==> src/rtl/rv_mdu_ctrl_if.sv <==
//============================================================================
// rv_mdu_ctrl_if : decode/EX request bundle and MDU sequencer control outputs
// Rev 1.0
//============================================================================
`default_nettype none

interface rv_mdu_ctrl_if #(
  parameter int XLEN     = 32,
  parameter int MDU_OP_W = 3
);
  logic                mdu_req_i;
  logic [MDU_OP_W-1:0] mdu_op_i;
  logic [XLEN-1:0]     mdu_port1_i;
  logic [XLEN-1:0]     mdu_port2_i;
  logic                kill_i;

  logic                mdu_start_o;
  logic                mdu_step_o;
  logic [MDU_OP_W-1:0] mdu_op_o;
  logic [1:0]          mdu_special_o;
  logic                mdu_stall_o;
  logic                mdu_done_o;

  modport master (
    output mdu_req_i, mdu_op_i, mdu_port1_i, mdu_port2_i, kill_i,
    input  mdu_start_o, mdu_step_o, mdu_op_o, mdu_special_o, mdu_stall_o, mdu_done_o
  );

  modport slave (
    input  mdu_req_i, mdu_op_i, mdu_port1_i, mdu_port2_i, kill_i,
    output mdu_start_o, mdu_step_o, mdu_op_o, mdu_special_o, mdu_stall_o, mdu_done_o
  );
endinterface

`default_nettype wire

==> src/rtl/rv_mdu_ctrl.sv <==
//============================================================================
// rv_mdu_ctrl : multi-cycle multiply/divide sequencer (accept, step, done)
// Rev 1.0
//============================================================================
`default_nettype none

module rv_mdu_ctrl #(
  parameter int MUL_CYCLES = 2,
  parameter int DIV_CYCLES = 32,
  parameter int XLEN       = 32,
  parameter int MDU_OP_W   = 3
) (
  input  wire logic     clk_i,
  input  wire logic     rst_i,
  rv_mdu_ctrl_if.slave  mdu
);

  // Operation encoding follows the RV32M funct3 field
  localparam logic [MDU_OP_W-1:0] MDU_MUL  = MDU_OP_W'(0);
  localparam logic [MDU_OP_W-1:0] MDU_DIV  = MDU_OP_W'(4);
  localparam logic [MDU_OP_W-1:0] MDU_DIVU = MDU_OP_W'(5);
  localparam logic [MDU_OP_W-1:0] MDU_REM  = MDU_OP_W'(6);
  localparam logic [MDU_OP_W-1:0] MDU_REMU = MDU_OP_W'(7);

  localparam int MAX_CYCLES = (MUL_CYCLES > DIV_CYCLES) ? MUL_CYCLES : DIV_CYCLES;
  localparam int CNT_W      = $clog2(MAX_CYCLES + 1);

  localparam logic [1:0]      SPC_NONE = 2'b00;
  localparam logic [1:0]      SPC_DIV0 = 2'b01;
  localparam logic [1:0]      SPC_OVFL = 2'b10;
  localparam logic [XLEN-1:0] INT_MIN  = {1'b1, {(XLEN-1){1'b0}}};

  typedef enum logic [1:0] {
    S_IDLE = 2'd0,
    S_MUL  = 2'd1,
    S_DIV  = 2'd2,
    S_DONE = 2'd3
  } state_t;

  state_t              state_q, state_d;
  logic [CNT_W-1:0]    cnt_q, cnt_d;
  logic [MDU_OP_W-1:0] op_q, op_d;
  logic [1:0]          special_q, special_d;

  logic start, step, stall, done;
  logic is_div, is_sdiv, div_zero, overflow;

  assign is_div   = mdu.mdu_op_i inside {MDU_DIV, MDU_DIVU, MDU_REM, MDU_REMU};
  assign is_sdiv  = mdu.mdu_op_i inside {MDU_DIV, MDU_REM};
  assign div_zero = (mdu.mdu_port2_i == '0);
  assign overflow = is_sdiv && (mdu.mdu_port1_i == INT_MIN) && (mdu.mdu_port2_i == '1);

  always_ff @(posedge clk_i or posedge rst_i) begin
    if (rst_i) begin
      state_q   <= S_IDLE;
      cnt_q     <= '0;
      op_q      <= MDU_MUL;
      special_q <= SPC_NONE;
    end else begin
      state_q   <= state_d;
      cnt_q     <= cnt_d;
      op_q      <= op_d;
      special_q <= special_d;
    end
  end

  always_comb begin
    state_d   = state_q;
    cnt_d     = cnt_q;
    op_d      = op_q;
    special_d = special_q;
    start     = 1'b0;
    step      = 1'b0;
    stall     = 1'b0;
    done      = 1'b0;

    // Flush wins everywhere; op/special deliberately survive it
    if (mdu.kill_i) begin
      state_d = S_IDLE;
      cnt_d   = '0;
    end else begin
      unique case (state_q)
        S_IDLE: begin
          // Gating with reset keeps start low while the async reset is held
          if (mdu.mdu_req_i && !rst_i) begin
            start = 1'b1;
            stall = 1'b1;
            op_d  = mdu.mdu_op_i;
            if (is_div && div_zero) begin
              state_d   = S_DONE;
              cnt_d     = '0;
              special_d = SPC_DIV0;
            end else if (overflow) begin
              state_d   = S_DONE;
              cnt_d     = '0;
              special_d = SPC_OVFL;
            end else if (is_div) begin
              state_d   = S_DIV;
              cnt_d     = CNT_W'(DIV_CYCLES);
              special_d = SPC_NONE;
            end else begin
              state_d   = S_MUL;
              cnt_d     = CNT_W'(MUL_CYCLES);
              special_d = SPC_NONE;
            end
          end
        end
        S_MUL, S_DIV: begin
          step  = 1'b1;
          stall = 1'b1;
          cnt_d = cnt_q - CNT_W'(1);
          if (cnt_q == CNT_W'(1)) begin
            state_d = S_DONE;
          end
        end
        S_DONE: begin
          done    = 1'b1;
          state_d = S_IDLE;
        end
        default: begin
          state_d = S_IDLE;
        end
      endcase
    end
  end

  assign mdu.mdu_start_o   = start;
  assign mdu.mdu_step_o    = step;
  assign mdu.mdu_stall_o   = stall;
  assign mdu.mdu_done_o    = done;
  assign mdu.mdu_op_o      = op_q;
  assign mdu.mdu_special_o = special_q;

endmodule

`default_nettype wire

==> src/flat_wrapper.sv <==
// flat-port wrapper written by rule: the top's interface ports become plain ports
module rv_mdu_ctrl_flat 
#(
  parameter int MUL_CYCLES = 2,
  parameter int DIV_CYCLES = 32,
  parameter int XLEN       = 32,
  parameter int MDU_OP_W   = 3
)
  (clk_i, rst_i, mdu_mdu_req_i, mdu_mdu_op_i, mdu_mdu_port1_i, mdu_mdu_port2_i, mdu_kill_i, mdu_mdu_start_o, mdu_mdu_step_o, mdu_mdu_op_o, mdu_mdu_special_o, mdu_mdu_stall_o, mdu_mdu_done_o);
  rv_mdu_ctrl_if #(.XLEN(XLEN), .MDU_OP_W(MDU_OP_W)) mdu_i ();
  input  wire logic clk_i;
  input  wire logic rst_i;
  input wire logic [$bits(mdu_i.mdu_req_i)-1:0] mdu_mdu_req_i;
  input wire logic [$bits(mdu_i.mdu_op_i)-1:0] mdu_mdu_op_i;
  input wire logic [$bits(mdu_i.mdu_port1_i)-1:0] mdu_mdu_port1_i;
  input wire logic [$bits(mdu_i.mdu_port2_i)-1:0] mdu_mdu_port2_i;
  input wire logic [$bits(mdu_i.kill_i)-1:0] mdu_kill_i;
  output wire logic [$bits(mdu_i.mdu_start_o)-1:0] mdu_mdu_start_o;
  output wire logic [$bits(mdu_i.mdu_step_o)-1:0] mdu_mdu_step_o;
  output wire logic [$bits(mdu_i.mdu_op_o)-1:0] mdu_mdu_op_o;
  output wire logic [$bits(mdu_i.mdu_special_o)-1:0] mdu_mdu_special_o;
  output wire logic [$bits(mdu_i.mdu_stall_o)-1:0] mdu_mdu_stall_o;
  output wire logic [$bits(mdu_i.mdu_done_o)-1:0] mdu_mdu_done_o;
  assign mdu_i.mdu_req_i = mdu_mdu_req_i;
  assign mdu_i.mdu_op_i = mdu_mdu_op_i;
  assign mdu_i.mdu_port1_i = mdu_mdu_port1_i;
  assign mdu_i.mdu_port2_i = mdu_mdu_port2_i;
  assign mdu_i.kill_i = mdu_kill_i;
  assign mdu_mdu_start_o = mdu_i.mdu_start_o;
  assign mdu_mdu_step_o = mdu_i.mdu_step_o;
  assign mdu_mdu_op_o = mdu_i.mdu_op_o;
  assign mdu_mdu_special_o = mdu_i.mdu_special_o;
  assign mdu_mdu_stall_o = mdu_i.mdu_stall_o;
  assign mdu_mdu_done_o = mdu_i.mdu_done_o;
  rv_mdu_ctrl #(.MUL_CYCLES(MUL_CYCLES), .DIV_CYCLES(DIV_CYCLES), .XLEN(XLEN), .MDU_OP_W(MDU_OP_W)) u_core (.clk_i(clk_i), .rst_i(rst_i), .mdu(mdu_i));
endmodule
==> config.mk <==
export PLATFORM = sky130hd
export DESIGN_NAME = rv_mdu_ctrl_flat
export DESIGN_NICKNAME = d
export VERILOG_FILES = /design/src/rtl/rv_mdu_ctrl_if.sv /design/src/rtl/rv_mdu_ctrl.sv /design/src/flat_wrapper.sv
export SDC_FILE = /design/constraint.sdc
export NUM_CORES = 1
export LEC_CHECK = 0
export CORE_ASPECT_RATIO = 1.5
export CORE_UTILIZATION = 33
export CTS_CLUSTER_DIAMETER = 100
export DETAILED_ROUTE_END_ITERATION = 12
export HOLD_SLACK_MARGIN = 0.1
export PLACE_DENSITY = 0.8
export REMOVE_ABC_BUFFERS = 1
export SLEW_MARGIN = 20
export SYNTH_ARGS = -nofsm -noshare
export SYNTH_HDL_FRONTEND = slang
export SYNTH_SLANG_ARGS = --single-unit
==> constraint.sdc <==
create_clock -name clk_i -period 2.7 [get_ports clk_i]
set_input_delay 0.27 -clock clk_i [delete_from_list [all_inputs] [get_ports clk_i]]
set_output_delay 0.27 -clock clk_i [all_outputs]
set_load 0.02 [all_outputs]
==> results <==
- The initial antenna violation count is 0.
- In this run the critical register-to-register path is captured at u_core.cnt_q[2].
- The summed negative setup slack over all endpoints is 0 ns.
- In this design, the stage delay of the slowest critical-path cell is 0.61 ns.
- The number of cell instances on the worst register-to-register path is 6.
- In this run the tool buffered the top-level ports with 79 buffer cells.
- The tightest hold path in the finished design has a slack of 0.378 ns.
- The number of buffers created by CTS is 3.
- The critical path contains buffers and inverters numbering 2 combined.
- Counting flops with an async set or reset pin after synthesis yields a share of 1.00.
- The core region area is 2940 µm².
- The H-tree depth reported by CTS is 1.
- TritonCTS built the clock tree.
- The final cell count without fillers is 251.
- The floorplan has 24 rows.
- From synthesis to final layout, the design area changed by 86.8%.
- The count of nets left with antenna violations after detail routing is 0.
- The routed layout has 1411 vias.
- The critical path crosses 5 cells after its start point.
- After detailed routing, the number of vias per cell comes to 5.62.
- The slowest stage of the critical path is the clkdlybuf4s50_1 cell.
- Global routing finished with a remaining overflow of 0.
- The post-synthesis instance area is 1030 µm².
- The mean area per synthesized cell is 8.06 µm².
- Dividing the final minimum period by the clock period gives 0.912.
- The share of total power dissipated in sequential elements is 0.274.
- The total power density per cell area is 648 nW/µm².
- The worst ir drop on vdd is 0.316 mV.
- The total leakage power is 0.780 nW.
- In this run the worst path has a maximum fanout of 8.
- The total wire length is 3.77 mm.
- The clock passes through at most 2 buffers.
- The worst register-to-register path begins at u_core.state_q[0].
- Timing would allow up to 406 MHz.
- In this run the power spent charging and discharging nets is 0.000522 W.
- The net switching share of the total power is 0.418.
- The share of total power dissipated in combinational logic is 0.584.
- In the layout the commonest cells are clkdlybuf4s50_1, nand2_1, dfrtp_1.
- The final count of hold timing violations is 0.
- The overall die area is 3360 µm².
- The iteration-0 DRC count of the detailed router is 26.
- The signal on the critical path passes through inv_1 > ha_1 > nand2b_1 > a21oi_1 > clkdlybuf4s50_1.
- The capture point of the worst path is mdu_mdu_stall_o.
- The most common cell after layout, fill and taps aside is clkdlybuf4s50_1.
- The power after layout is 0.00125 W.
- The number of flops mapped to enable cells by yosys is 0.
- The initial cell density of the core is 0.351.
- Clock skew on the completed layout was measured at 0.00708 ns.
- The number of different library cells used by synthesis comes to 34.
- The final-report max-slew violation count is 0.
- The count of buffers added by post-CTS timing repair for setup is 0.
- Setup repair after global routing left no endpoint under its margin.
- Clock latency on the worst-skew pair, taken at its later pin, is 0.25 ns.
- The shortest period the worst path allows is 2.46 ns.
- In the final routed layout, each cell accounts on average for 15.0 µm.
- The global-route total usage across every layer is 0.249.
- The first global-routing pass estimated 6.12 mm of wire.
- The repair_antennas step left the layout with diodes totalling 0.
- The synthesized design contains 13 register bits.
- For this run, design rule violations remaining after detail routing come to 0.
- After clock tree synthesis, the clock-pin slew on the worst setup and hold paths is 0.06 ns.
- The count of TritonRoute iterations in the first routing pass is 4.
- The number of cells after detailed placement is 247.
- Detailed placement finished with a half-perimeter wire length of 3.24 mm.
- In the synthesized netlist the dominant register cell turns out to be dfrtp_1.
- The congestion estimate from routability-driven global placement came to 0.912.
- In this run the worst setup path begins at u_core.state_q[0].
- The flow ran to the end, and the final reports show no timing, DRC or antenna violations.
- STA puts the critical path data arrival time at 2.19 ns.
- STA classifies the critical path startpoint as a register.
- The critical path in this run is classified as register to output port.
- Entering global routing, the biggest net connects 15 pins.
- After clock tree synthesis, the flow added hold-fix buffers numbering 0.
- The max capacitance violation total is 0.
- The share of total power dissipated in the clock network is 0.142.
- For this design, the sink count on the clock tree is 13.
- The number of nets in the finished design is 290.
- The headroom to the max-slew limit is 0.624.
- The family with the most delay on the worst path is buffers and inverters.
- The number of top-level pins is 80.
- The via count of the first global-routing pass is 1478.
- The post-layout utilization of the core is 0.655.
- Of the synthesized area, sequential elements account for 0.315.
- The reg2reg setup slack is 0.57 ns.
- From bottom edge to top edge, the die measures 70.5 µm.
- At the pin with the least slew margin, the transition time is 0.564 ns.
- Yosys printed 0 warnings.
- The worst setup path is captured at an output port.
- In this run the worst hold path is classified as primary input to async pin.
- The filler cell count is 276.
- The internal power consumption is 0.000727 W.
- The total setup violations reported at the end of the flow is 0.
- The root buffer cell chosen for the clock tree is clkbuf_8.
- The cell count after synthesis came out at 128.
- The number of cells upsized or downsized after cts is 0.
- The horizontal extent of the die is 47.7 µm.
- Of the cells placed in the final design, the portion with a size suffix greater than 1 is 0.0613.
- For the worst setup path, the data required time is 2.43 ns.
-- layout make-up --
cell class                 instances  area, µm²  area share
timing repair buffer              81        806       0.418
multi-input combinational        104        666       0.345
clock buffer                       4       45.0      0.0234
tap                               39       48.8      0.0253
sequential                        13        325       0.169
inverter                          10       37.5      0.0195
-- layer usage --
metal	vias up	global-route usage	share of wire
li1	660	-	-
met1	650	0.252	0.34
met2	84	0.447	0.54
met3	17	0.0543	0.091
met4	0	0.114	0.035
met5	-	0	0
-- worst reg2reg max path, delay by kind of cell (launching register included) --
family / cells / cell delay, ns
simple gates: 3 / 1.01
compound gates: 1 / 0.13
buf+inv: 1 / 0.09
flops: 1 / 0.40
fa+ha+maj: 1 / 0.43
-- worst min path at each step --
stage | end | slack [ns]
after floorplan | u_core.cnt_q[0] | 0.16
after global placement | u_core.mdu.mdu_op_o[1] | 0.46
after detailed placement | u_core.mdu.mdu_op_o[2] | 0.47
after CTS | u_core.cnt_q[0] | 0.39
after global routing | u_core.cnt_q[0] | 0.41
final | u_core.cnt_q[0] | 0.38
-- logic make-up after synthesis --
| family | Yosys count | synth area share |
|---|---|---|
| muxes | 3 | 0.0291 |
| DFF | 13 | 0.315 |
| adders and majority gates | 6 | 0.0727 |
| AOI/OAI and AO/OA | 23 | 0.144 |
| buffers and inverters | 11 | 0.0400 |
| and+or+nand+nor | 72 | 0.399 |
-- synth_stat cells, types with 2 or more instances --
cell type  instances  area [µm²]
and3_2             2        15.0
ha_1               6        75.1
inv_1             10        37.5
nor2b_1            3        18.8
a31oi_1            3        18.8
nor3_1             5        25.0
a21oi_1            7        35.0
dfrtp_1           13         325
mux2i_1            3        30.0
nand4_1           11        68.8
nand2_1           19        71.3
o21ai_0            5        25.0
nor2_1             7        26.3
nor4_1            12        75.1
or3_1              3        18.8
-- sequential cells by signal (all words and copies together) (netlist names) --
| signal | flops |
|---|---|
| u_core.cnt_q | 6 |
| u_core.mdu.mdu_op_o | 3 |
| u_core.mdu.mdu_special_o | 2 |
| u_core.state_q | 2 |
-- power by group through the flow --
stage          sequential (W)  clock, W  combinational, W
2_1_floorplan        0.000353         0          0.000408
3_3_place_gp         0.000336         0          0.000690
3_5_place_dp         0.000343         0          0.000717
4_1_cts              0.000341  0.000181          0.000726
5_1_grt              0.000355  0.000191          0.000793
6_report             0.000342  0.000177          0.000730
-- per-stage QoR --
stage	instance area, µm²	setup slack [ns]
floorplan	1030	0.818
global placement	1880	0.505
detailed placement	1880	0.471
CTS	1930	0.232
global route	1930	0.139
finish	1930	0.237
(Power assumes the default switching activity.)
==> edit 1: new RTL, config.mk and constraints unchanged <==
Re-encode `state_t` (4 states) as one-hot, 4 bits wide.
--- a/src/rtl/rv_mdu_ctrl.sv
+++ b/src/rtl/rv_mdu_ctrl.sv
@@ -31,9 +31,9 @@
   localparam logic [XLEN-1:0] INT_MIN  = {1'b1, {(XLEN-1){1'b0}}};
 
-  typedef enum logic [1:0] {
-    S_IDLE = 2'd0,
-    S_MUL  = 2'd1,
-    S_DIV  = 2'd2,
-    S_DONE = 2'd3
+  typedef enum logic [3:0] {
+    S_IDLE = 4'b0001,
+    S_MUL  = 4'b0010,
+    S_DIV  = 4'b0100,
+    S_DONE = 4'b1000
   } state_t;
 
Function: no difference found for any inputs over 10 cycles, from zero or initial values and one cycle with rst_i high; not proved beyond that.
==> edit 1 against the unedited design <==
Area after synthesis decreased by 4.2%; sequential cell count increased by 2; worst setup slack improved by 0.14 ns; cell area decreased by 1.3%; critical path depth decreased by 1; synthesized cell count decreased by 7.0%; routed wire length decreased by 3.0%; non-clock buffer count increased by 2; worst hold slack improved by 0.037 ns.
Power is not compared: it rests on default switching activity, and its combinational part moved more than twofold at a synthesized area within 25%.
==> edit 1: results (changes against the unedited design) <==
CTS clk-pin slew, worst paths 0.06 ns (about the same); number of flip-flops in the largest register 6 (unchanged); leakage power about 0.81 nW; Setup TNS 0 ns (unchanged); nature of the critical path startpoint flop (unchanged); Distinct cells, synth 34 (unchanged); pin count of the biggest net entering global routing 16 (was 15); worst IR drop on VDD approximately 0.16 mV; Synth area leaders dfrtp_1 35%, nand4_1 8.9%, nor4_1 7.6%, nand2_1 6.1%, xor2_1 3.5% (was dfrtp_1 32%, ha_1 7.3%, nor4_1 7.3%, nand2_1 6.9%, nand4_1 6.7%); most frequent cells after synthesis 16 x nand2_1, 14 x dfrtp_1, 14 x nand4_1 (was 19 x nand2_1, 13 x dfrtp_1, 12 x nor4_1); critical path's slowest cell clkdlybuf4s50_1 (unchanged); outcome finished clean (unchanged); sequential area share after synthesis 38.1% (was 31.5%); vias post-DR 1,345 (was 1,411); layout cells sized above 1 5.37% (was 6.13%); initial antenna violation count 0 (unchanged); vias per cell 5.51 (was 5.62); first-pass GRT wire length 5.94 mm (was 6.12 mm); Post-Syn Area per Cell 8.31 µm² (was 8.06 µm²); CP arrival 2.06 ns (was 2.19 ns); top_reg_cell synth dfrtp_1 (unchanged); drt total wl 3.66 mm (was 3.77 mm); final net count 279 (was 290); initial DRC count 53 (was 26); vias in the first global route 1,443 (was 1,478); most flop-heavy register u_core.cnt_q (unchanged); worst reg2reg path startpoint u_core.state_q[1] (was u_core.state_q[0]); Clock Skews 0.00571 ns (was 0.00708 ns); Async S/R FF share, synth 100% (unchanged); transition time of the tightest slew-check pin 0.572 ns (was 0.564 ns); CTS buffer count 3 (unchanged); RePlAce Congestion 0.865 (was 0.912); Max clock buf depth 2 (unchanged); Max FO, Critical Path 5 (was 8); antenna viol nets, final 0 (unchanged); Worst Hold Class in -> async (unchanged); clk_lat worst skew 0.25 ns (about the same); GRT Util Overall 24.6% (was 24.9%); postcts setup bufs 0 (unchanged); dpl cells 240 (was 247); Final HPWL DP 3.12 mm (was 3.24 mm)
edit 1: cell count changes after synthesis, sizes merged, moves of 3 or more:
cell / before / now
a21oi: 7 / 2
a31oi: 4 / 0
ha: 6 / 2
xor2: 0 / 4
nand2: 19 / 16
nand4: 11 / 14
edit 1: area by class of cell:
type                       instances  area (µm²)
inverter                           9        33.8
clock buffer                       4        45.0
timing repair buffer              83         826
sequential                        15         377
multi-input combinational         94         573
fill                             247         980
tap                               39        48.8
edit 1: cells by family after synthesis:
family	Yosys count	synth area share (%)
adders and majority gates	2	2.53
buffers and inverters	10	3.92
muxes	1	1.01
AOI/OAI and AO/OA	17	11.6
and+or+nand+nor	70	39.2
DFF	15	38.1
xor gates and xnor gates	4	3.54
edit 1: repair_timing:
item,in CTS,in global routing
resized for setup,0,2
setup endpoints to repair,0,2
endpoints found under the hold margin,0,0
hold buffers,0,0
edit 1: report_power, final:
part           leakage [nW]  switching, mW  total, mW  internal, mW
logic                 0.584         0.0811      0.217         0.136
registers             0.200         0.0112      0.252         0.241
clock network        0.0228         0.0788      0.183         0.105
total                 0.807          0.171      0.652         0.481
edit 1: worst max-delay path: cells and delay by family, from the launching register on:
kind | cells | cell delay (ns)
buf+inv | 2 | 0.81
flops | 1 | 0.41
xor+xnor | 1 | 0.29
simple gates | 1 | 0.29
edit 1: final timing paths:
check	slack (ns)	cells after the start	to
setup / recovery	0.37	4	mdu_mdu_step_o
max in group asynchronous	1.90	2	u_core.state_q[0]
hold reg to reg	0.48	1	u_core.mdu.mdu_op_o[2]
setup reg to reg	0.75	6	u_core.state_q[2]
min in group clk_i	0.48	1	u_core.mdu.mdu_op_o[2]
hold / removal	0.41	2	u_core.cnt_q[2]
edit 1: per-layer routing:
metal / GRT usage, % / wire length (µm) / vias up
met1: 26.2 / 1240 / 612
met4: 10.2 / 96 / 0
met3: 5.24 / 391 / 12
met2: 43.4 / 1930 / 96
li1: - / - / 625
met5: 0 / 0 / -
edit 1: through the flow:
| step | hold slack (ns) | setup WS (ns) | util (%) | cell area [µm²] |
|---|---|---|---|---|
| 2_1_floorplan | 0.171 | 0.809 | - | 983 |
| 3_3_place_gp | 0.461 | 0.0845 | 64.3 | 1850 |
| 3_5_place_dp | 0.474 | 0.0614 | 64.3 | 1850 |
| 4_1_cts | 0.435 | 0.0162 | 65.8 | 1900 |
| 5_1_grt | 0.481 | 0.281 | 66.0 | 1900 |
| 6_report | 0.415 | 0.373 | 66.0 | 1900 |
==> edit 2: new RTL, same settings <==
Without the edit above. `XLEN` is set to 32 in 3 places; all go to 48.
--- a/src/rtl/rv_mdu_ctrl_if.sv
+++ b/src/rtl/rv_mdu_ctrl_if.sv
@@ -6,5 +6,5 @@
 
 interface rv_mdu_ctrl_if #(
-  parameter int XLEN     = 32,
+  parameter int XLEN     = 48,
   parameter int MDU_OP_W = 3
 );
--- a/src/rtl/rv_mdu_ctrl.sv
+++ b/src/rtl/rv_mdu_ctrl.sv
@@ -8,5 +8,5 @@
   parameter int MUL_CYCLES = 2,
   parameter int DIV_CYCLES = 32,
-  parameter int XLEN       = 32,
+  parameter int XLEN       = 48,
   parameter int MDU_OP_W   = 3
 ) (
--- a/src/flat_wrapper.sv
+++ b/src/flat_wrapper.sv
@@ -4,5 +4,5 @@
   parameter int MUL_CYCLES = 2,
   parameter int DIV_CYCLES = 32,
-  parameter int XLEN       = 32,
+  parameter int XLEN       = 48,
   parameter int MDU_OP_W   = 3
 )
Ports: changed (resized mdu_mdu_port1_i and mdu_mdu_port2_i); port bits go from 80 to 112. No check against the original RTL was run, so the function may have changed too.
==> edit 2 against the unedited design <==
Sequential share of layout area shrank 3.1 points; cell area grew 22%; routed wire length up 19%; count of clock-buffer cells in the layout unchanged; total power increased by 6.9%; worst hold slack improved by 0.0064 ns; synthesized cell count is 13% higher; worst setup slack improved by 0.054 ns; largest cell class unchanged; global-route usage is 0.057 points higher; via count is 18% higher; area after synthesis grew 11%; sequential cell count unchanged.
==> edit 2: results (changes against the unedited design) <==
worst IR drop on VDD 0.462 mV (was 0.316 mV); Synth area leaders dfrtp_1 29%, nor4_1 12%, nand4_1 7.7%, nand2_1 6.9%, ha_1 6.6% (was dfrtp_1 32%, ha_1 7.3%, nor4_1 7.3%, nand2_1 6.9%, nand4_1 6.7%); vias post-DR 1,670 (was 1,411); RePlAce Congestion 0.823 (was 0.912); max_slew headroom 62.1% (was 62.4%); nature of the critical path startpoint flop (unchanged); postcts setup bufs 0 (unchanged); Root Driver clkbuf_8 (unchanged); final net count 371 (was 290); number of flip-flops in the largest register 6 (unchanged); leakage power 0.916 nW (was 0.780 nW); most frequent cells after synthesis 22 x nor4_1, 21 x nand2_1, 14 x nand4_1 (was 19 x nand2_1, 13 x dfrtp_1, 12 x nor4_1); Worst path max stage delay 0.61 ns (about the same); Distinct cells, synth 33 (was 34); DR pass1 iterations 4 (unchanged); first-pass GRT wire length 6.87 mm (was 6.12 mm); Final HPWL DP 4.00 mm (was 3.24 mm); sequential area share after synthesis 28.5% (was 31.5%); most flop-heavy register u_core.cnt_q (unchanged); initial antenna violation count 0 (unchanged); pin count of the biggest net entering global routing 14 (was 15); Worst Hold Class in -> async (unchanged); CTS buffer count 3 (unchanged); DR WL/cell 15.0 µm (about the same); diodes inserted 0 (unchanged); clk_lat worst skew 0.25 ns (about the same); CP arrival 2.14 ns (was 2.19 ns); layout cells sized above 1 3.45% (was 6.13%); worst reg2reg path startpoint u_core.state_q[0] (unchanged); initial DRC count 31 (was 26); Max FO, Critical Path 6 (was 8); Async S/R FF share, synth 100% (unchanged); Max clock buf depth 2 (unchanged); dpl ws 0.420 ns (was 0.471 ns); GRT Util Overall 24.9% (about the same); P_int 0.795 mW (was 0.727 mW); CTS resizes 0 (unchanged); CTS clk-pin slew, worst paths 0.06 ns (about the same); Synth warnings 0 (unchanged); critical path's slowest cell clkdlybuf4s50_1 (unchanged); outcome finished clean (unchanged); vias in the first global route 1,621 (was 1,478); H-tree depth 1 (unchanged); Clock Skews 0.00936 ns (was 0.00708 ns); Port-buffer cells 111 (was 79)
-- edit 2: cell types whose count changed after synthesis, moves of 3 or more --
cell / unedited run / this run
nor4_1: 12 / 22
a31oi_1: 3 / 0
nand3_1: 1 / 4
nand4_1: 11 / 14
or4_1: 1 / 4
-- edit 2: final timing paths --
check | endpoint | slack, ns | cells past startpoint
hold reg to reg | u_core.mdu.mdu_op_o[0] | 0.48 | 2
hold / removal | u_core.cnt_q[4] | 0.38 | 2
min in group clk_i | u_core.mdu.mdu_op_o[0] | 0.48 | 2
setup / recovery | mdu_mdu_stall_o | 0.29 | 5
setup reg to reg | u_core.cnt_q[4] | 0.75 | 7
max in group asynchronous | u_core.mdu.mdu_op_o[1] | 1.95 | 2
-- edit 2: cell type report --
type                    count  area (µm²)
well taps                  40        50.0
inverters                   9        33.8
multi-input cells         121         772
repair buffers            114        1130
clock buffers               4        45.0
flip-flops and latches     13         325
fillers                   282         862
-- edit 2: logic make-up (layout without fill, tap and decap cells) --
| logic type | count (synthesis) | in the layout | share of synthesized area [%] |
|---|---|---|---|
| mux | 3 | 3 | 2.74 |
| compound gates | 20 | 20 | 12.2 |
| buf+inv | 11 | 127 | 3.84 |
| flops | 13 | 13 | 28.5 |
| simple gates | 92 | 92 | 46.2 |
| fa+ha+maj | 6 | 6 | 6.58 |
-- edit 2: metal layers --
| layer | track usage [%] | up-vias | routed length [µm] |
|---|---|---|---|
| met5 | 0 | - | 0 |
| met4 | 9.84 | 0 | 74 |
| met3 | 4.29 | 9 | 318 |
| met2 | 52.0 | 83 | 2610 |
| met1 | 23.0 | 776 | 1490 |
| li1 | - | 802 | - |
-- edit 2: per-stage QoR --
stage               cells  total power [mW]  instance area (µm²)  utilization, %
finish                301              1.34                 2360            73.2
floorplan             143             0.788                 1130               -
global route          301              1.45                 2360            73.2
detailed placement    297              1.16                 2310            71.8
CTS                   301              1.34                 2360            73.2
global placement      297              1.14                 2310            71.8
-- edit 2: power groups by stage --
stage	clock network (mW)	logic, mW	registers [mW]
final	0.178	0.811	0.347
after global placement	0	0.791	0.344
after floorplan	0	0.433	0.355
after global routing	0.192	0.897	0.357
after CTS	0.178	0.814	0.346
after detailed placement	0	0.810	0.348
-- edit 2: worst max-delay path, delay by kind of cell (launching register included) --
kind,cells,cell delay (ns)
AO/OA/AOI/OAI,1,0.20
flip-flops,1,0.40
buffers and inverters,2,0.72
AND/OR/NAND/NOR,1,0.27
adder cells (fa/ha/maj),1,0.29
